==> config.mk <==
export PLATFORM = sky130hd
export DESIGN_NAME = fc_argmax
export DESIGN_NICKNAME = d
export VERILOG_FILES = /design/src/rtl/fc_pkg.sv /design/src/rtl/fc_argmax.sv
export SDC_FILE = /design/constraint.sdc
export NUM_CORES = 1
export LEC_CHECK = 0
export ABC_AREA = 1
export BUFFER_PORTS_ARGS = -buffer_cell sky130_fd_sc_hd__buf_2
export CAP_MARGIN = 20
export CORE_MARGIN = 1.5
export CORE_UTILIZATION = 50
export DETAILED_ROUTE_END_ITERATION = 6
export GPL_ROUTABILITY_DRIVEN = 0
export PLACE_DENSITY = 0.76
export REMOVE_ABC_BUFFERS = 1
export SYNTH_ARGS = -nofsm -noshare
export SYNTH_HDL_FRONTEND = slang
export SYNTH_SLANG_ARGS = --single-unit
==> constraint.sdc <==
create_clock -name clk -period 2.6 [get_ports clk]
set_input_delay 0 -clock clk [delete_from_list [all_inputs] [get_ports clk]]
set_output_delay 0 -clock clk [all_outputs]
set_load 0.05 [all_outputs]
==> src/rtl/fc_pkg.sv <==
// Shared types and default sizes for the fully-connected output stage and its argmax classifier.
package fc_pkg;

  localparam int unsigned FC_WORD_SIZE     = 16;
  localparam int unsigned FC_OP_LAYER_SIZE = 5;

  typedef enum logic [1:0] {
    IDLE,
    SCAN,
    DONE
  } argmax_state_t;

  typedef logic signed [FC_WORD_SIZE-1:0] fc_word_t;

endpackage

==> src/rtl/fc_argmax.sv <==
// Sequential argmax over one frame of FC-layer scores: capture, scan one score per cycle with a
// signed strict compare (lowest index wins ties), then hold the result until it is accepted.
module fc_argmax
  import fc_pkg::*;
#(
  parameter int unsigned WORD_SIZE     = FC_WORD_SIZE,
  parameter int unsigned OP_LAYER_SIZE = FC_OP_LAYER_SIZE,
  localparam int unsigned IDX_W        = (OP_LAYER_SIZE > 1) ? $clog2(OP_LAYER_SIZE) : 1
) (
  input  logic                 clk,
  input  logic                 reset,
  input  logic                 in_valid,
  output logic                 in_ready,
  input  logic [WORD_SIZE-1:0] Z [OP_LAYER_SIZE],
  output logic                 out_valid,
  input  logic                 out_ready,
  output logic [IDX_W-1:0]     class_idx,
  output logic [WORD_SIZE-1:0] class_score
);

  localparam logic [IDX_W-1:0] LastIdx  = IDX_W'(OP_LAYER_SIZE - 1);
  localparam logic [IDX_W-1:0] FirstCnt = (OP_LAYER_SIZE > 1) ? IDX_W'(1) : '0;

  argmax_state_t        r_state;
  argmax_state_t        w_state_next;
  logic [WORD_SIZE-1:0] r_buf [OP_LAYER_SIZE];
  logic [WORD_SIZE-1:0] r_best_score;
  logic [IDX_W-1:0]     r_best_idx;
  logic [IDX_W-1:0]     r_cnt;

  logic                 w_accept;
  logic                 w_scan;
  logic                 w_last;
  logic [WORD_SIZE-1:0] w_cand;
  logic                 w_better;

  assign w_last   = (r_cnt == LastIdx);
  assign w_cand   = r_buf[r_cnt];
  assign w_better = $signed(w_cand) > $signed(r_best_score);

  always_comb begin
    w_state_next = r_state;
    w_accept     = 1'b0;
    w_scan       = 1'b0;
    unique case (r_state)
      IDLE: begin
        if (in_valid) begin
          w_accept     = 1'b1;
          w_state_next = (OP_LAYER_SIZE == 1) ? DONE : SCAN;
        end
      end
      SCAN: begin
        w_scan = 1'b1;
        if (w_last) begin
          w_state_next = DONE;
        end
      end
      DONE: begin
        if (out_ready) begin
          w_state_next = IDLE;
        end
      end
      default: w_state_next = IDLE;
    endcase
  end

  always_ff @(posedge clk or negedge reset) begin
    if (!reset) begin
      r_state <= IDLE;
    end else begin
      r_state <= w_state_next;
    end
  end

  // Buffer decouples Z so the producer may move on right after acceptance.
  always_ff @(posedge clk or negedge reset) begin
    if (!reset) begin
      r_buf        <= '{default: '0};
      r_best_score <= '0;
      r_best_idx   <= '0;
      r_cnt        <= '0;
    end else if (w_accept) begin
      r_buf        <= Z;
      r_best_score <= Z[0];
      r_best_idx   <= '0;
      r_cnt        <= FirstCnt;
    end else if (w_scan) begin
      if (w_better) begin
        r_best_score <= w_cand;
        r_best_idx   <= r_cnt;
      end
      if (!w_last) begin
        r_cnt <= r_cnt + IDX_W'(1);
      end
    end
  end

  assign in_ready    = (r_state == IDLE);
  assign out_valid   = (r_state == DONE);
  assign class_idx   = r_best_idx;
  assign class_score = r_best_score;

endmodule
# After elaboration in Yosys (flattened, before gate mapping)
# Cells that the tools add are included.
# op_classes
n_addsub	1
mul	0
div_mod_pow	0
order_cmp	2
n_eq_ne	7
shifts	0
mux	19
bitwise	1
reduce_logical	6
# ops
op	n
16-bit two-way mux	5
16-bit binary-select mux with 3-bit select	1
3-bit two-way mux	6
16-bit > comparator	1
2-bit two-way mux	3
2-bit != test (second input constant)	3
2-bit case mux with 3 select lines	1
4-bit >= comparator (second input constant)	1
3-bit inverter with 4-bit output	1
2-bit AND reduction	2
2-bit nonzero test	2
3-bit by 1-bit adder with 3-bit output (second input constant)	1
3-bit == test (second input constant)	1
1-bit two-way mux	3
3-bit AND reduction	1
2-bit by 1-bit == test with 1-bit output (second input constant)	1
2-bit == test (second input constant)	1
2-bit logical NOT	1
2-bit by 1-bit != test with 1-bit output (second input constant)	1
# word_totals
ff_bits	104
latchBits	0
ramBits	0
romBits	0
input_bits	84
out_inout_bits	21
wordCells	45
mem_count	0

# Longest topological paths before layout
# logic_depth
ltp_word	8
mapped_depth	24
mapped_depth_nobuf	22

# Worst setup path after synthesis
# OpenSTA, ideal clock, no wires.
# synth_path
path_kind	register -> register
from	register r_cnt[1]
to	register r_best_score[10] (netlist: class_score[10])
setup_ns	0.118
t_arrival_ns	2.388
required_time_ns	2.482
slack_ns	0.095
path_stages_with_launch	19
path_buffers	4
period_less_slack_ns	2.505
cell_sequence	dfrtp_1 buf_2 inv_2 buf_4 nand3_1 a32o_1 ha_1 nand2_1 nand2_1 nand3_1 nand2_1 a21oi_1 nand3_1 nand2_2 nand2_4 buf_6 buf_12 nand3_2 nand2_1
# synth_between
elab_chain_len	7
elab_cells_between_ends	10
classes_between	order compare (1); mux (6); bitwise (1); reduce/logical (2)
# synth_lines
item	line	source
from (decl)	fc_argmax.sv:29	logic [IDX_W-1:0] r_cnt;
from (signal assigned)	fc_argmax.sv:86	r_cnt <= FirstCnt;
from (signal assigned)	fc_argmax.sv:93	r_cnt <= r_cnt + IDX_W'(1);
3-bit inverter with 4-bit output (implied by the code) *	fc_argmax.sv:38	assign w_cand = r_buf[r_cnt];
16-bit binary-select mux with 3-bit select *	fc_argmax.sv:38	
16-bit two-way mux (implied by the code) * (2 in series)	fc_argmax.sv:38	
16-bit > comparator / 16-bit two-way mux (equally long branches)	fc_argmax.sv:39, fc_argmax.sv:88	
2-bit nonzero test (no line) / 16-bit two-way mux (equally long branches)	n/a	
2-bit AND reduction (no line) / 16-bit two-way mux (equally long branches)	n/a	
to (signal assigned)	fc_argmax.sv:84	r_best_score <= Z[0];
to (signal assigned)	fc_argmax.sv:89	r_best_score <= w_cand;
to (decl)	fc_argmax.sv:27	logic [WORD_SIZE-1:0] r_best_score;
# Every way passes the cells marked *; elsewhere a longest branch is shown, timed or not. The select of a mux whose other input is x is not followed.
# A chain may end at the register's enable or synchronous reset.

# Worst setup path after layout
# layout_path
from	register r_cnt[0]
to	register r_best_score[3] (netlist: class_score[3])
# The elaborated chain is that of the path after synthesis.

==> results.cfg <==
[power]
comb_power_share_pct = 64.4
seq_power_share_pct = 25.6
p_clk_share_pct = 10.1
power.density_mw_per_mm2 = 1500
netSwitchingFraction_pct = 47.3
p_leak_nw = 4.15
ir_drop_uv = 960
p_int_mw = 6.13
p_sw_mw = 5.50
p_total_mw = 11.6

[outcome]
status = finished, violations left
violations = negative setup slack

[layout]
most-common-layout-cells = nand2_1 (358), buf_2 (103), dfrtp_1 (102)
fin_nets = 990
multi_input_area_mm2 = 0.00277
syn_to_final_growth_pct = 46.2
num-fill-cells = 664
antennaDiodeCount = 0
drive_above_1_share_pct = 28.7
finalNonFillerCells = 1029
seqCellArea_mm2 = 0.00261
post-route-util_pct = 75.2
layout_commonest_cell = nand2_1

[floorplan]
core_area_mm2 = 0.0103
die_y_um = 106
io_pins = 105
initial_core_util_pct = 51.4
die_area_mm2 = 0.0112
rows = 37
die_x_um = 106

[sta]
relSlewSlack_pct = 42.7
fin_setup_tns_ns = -1.90
rsz0062_at_grt = yes
hold_violations = 0
skew_ns = 0.0119
setup_viol = 19
timing.fmax_mhz = 366
finalCritPeriodShare_pct = 105
period_needed_ns = 2.73
worst_slew_pin_slew_ns = 0.860
setup_ws_ns = -0.132
drv_slew = 0

[grt]
grt_usage_pct = 25.5
grt_overflow = 0
first_global_vias = 4998
antenna_found_initial = 0
grt_max_degree = 71
grt_pass1_wl_um = 22900
met3_usage_pct = 3.19
grt_busiest_layer = met2
met2_usage_pct = 42.3
use_met1_pct = 34.5

[clocking]
cts.sinks = 104
h-tree-depth = 3
clk_pin_slew_ns = 0.10
root_buffer = clkbuf_8
clock_latency_ns = 0.38
cts_made_buffers = 9
clockBufferDepth = 2
cts_tree = done

[synthesis]
muxShareOfSynthArea_pct = 0
yosysSeqAreaShare_pct = 49.0
netlist_area_mm2 = 0.00531
avgSynthCellArea_um2 = 7.74
yosysWarnings = 0
synth-simple-area-share_pct = 35.1
synth_top_family_by_area = simple AND/OR/NAND/NOR gates
ys_seq_elements = 104
ys_types = 29
synth_fa_ha_area_share_pct = 4.24
synthXorXnorAreaFrac_pct = 0
synth_compound_area_share_pct = 5.30
syn_inst = 686

[drt]
drt_iter0_drc = 451
drc = 0
firstDrtPassIters = 5
wirelength_um = 16100
num_vias = 5405
antenna_left = 0
via_per_inst = 5.25
wire_per_inst_um = 15.6

[worst_setup_path]
crit_fanout = 8
crit_type = reg -> reg
crit_path_end_kind = register
cp_data_arrival_time_ns = 3.01
critPathRequiredTime_ns = 2.88
start_kind = register

[placed_design]
dp_hpwl_um = 9020
dp.cells = 914
io_buffers = 104

[min_path]
hold_class = in -> reg

[flow_run]
cap_violations = 0
==> Yosys cell counts (all sizes together) <==
cell type / count / area (µm²)
o21ai: 11 / 55.1
nor2: 11 / 51.3
a21o: 1 / 7.51
inv: 32 / 120
nand3: 53 / 315
o21bai: 1 / 7.51
a31oi: 2 / 12.5
ha: 18 / 225
o22ai: 1 / 6.26
o21a: 1 / 7.51
nor3: 1 / 16.3
buf: 31 / 189
nand2: 388 / 1480
clkinv: 1 / 3.75
dfrtp: 104 / 2600
nand4: 1 / 6.26
clkbuf: 6 / 22.5
a32o: 14 / 140
a21oi: 9 / 45.0
==> power groups by stage <==
stage | registers, mW | clock network (mW) | logic [mW]
5_1_grt | 3.04 | 1.23 | 8.11
3_3_place_gp | 2.90 | 0 | 5.08
6_report | 2.97 | 1.17 | 7.49
4_1_cts | 2.90 | 1.18 | 5.37
2_1_floorplan | 3.26 | 0 | 3.22
3_5_place_dp | 2.91 | 0 | 5.23
==> registers in the layout, indices dropped and copies added, names as in the netlist <==
| signal | flops |
|---|---|
| r_state | 2 |
| class_idx | 3 |
| r_buf | 80 |
| r_cnt | 3 |
| class_score | 16 |
==> layer usage <==
metal	share of wire [%]	up-vias	routed length (µm)
li1	-	2556	-
met1	43	2530	6900
met2	47	266	7500
met3	7.0	53	1120
met4	3.6	0	577
met5	0	-	0
==> repair_timing <==
item	4_1_cts	5_1_grt
cloned	0	8
buffers inserted	0	9
pin swaps	0	40
resized for setup	3	104
hold buffers	82	0
endpoints found under the hold margin	160	0
endpoints found under the setup margin	16	19
==> worst max-delay path: stages, from the launching register on <==
cell       delay (ns)
dfrtp_2          0.50
buf_6            0.17
clkbuf_16        0.16
nand2_2          0.07
nand3_2          0.09
a32o_2           0.29
ha_4             0.26
a21oi_4          0.12
nor2_2           0.06
nor2_2           0.08
nand2_1          0.07
nand2_2          0.08
nand2_1          0.05
nand2_1          0.08
nand2_2          0.09
nand2_8          0.14
nand2_4          0.12
nand2_1          0.12
nand2_1          0.06
==> kinds of logic after synthesis <==
family | Yosys count
DFF | 104
AOI/OAI and AO/OA | 40
and+or+nand+nor | 454
buffers and inverters | 70
adders and majority gates | 18
==> final cells by class <==
| class | instances | share of cell area, % |
|---|---|---|
| Multi-Input combinational cell | 513 | 35.7 |
| Sequential cell | 104 | 33.6 |
| Timing Repair Buffer | 227 | 23.8 |
| Clock buffer | 14 | 2.22 |
| Tap cell | 136 | 2.19 |
| Inverter | 33 | 1.72 |
| Clock inverter | 2 | 0.774 |
==> stage by stage <==
step           area [µm²]  hold WS [ns]  setup WS (ns)
2_1_floorplan        5100        -0.296          -2.19
6_report             7760         0.245         -0.132
4_1_cts              7070         0.235       -0.00727
3_3_place_gp         6010         0.147         0.0760
3_5_place_dp         6010         0.164        -0.0118
5_1_grt              7760         0.294         -0.238
==> path summary, 6_finish.rpt <==
path	from	end	slack, ns	cells after the start
min reg2reg	r_buf[65]	r_buf[65]	0.49	2
max in group asynchronous	reset	r_buf[39]	1.52	3
max reg2reg	r_cnt[0]	class_score[3]	-0.13	18
max	r_cnt[0]	class_score[3]	-0.13	18
min	in_valid	r_buf[10]	0.25	6
min in group asynchronous	reset	r_buf[43]	0.27	2
No activity file was read; power rests on OpenSTA's default activity.
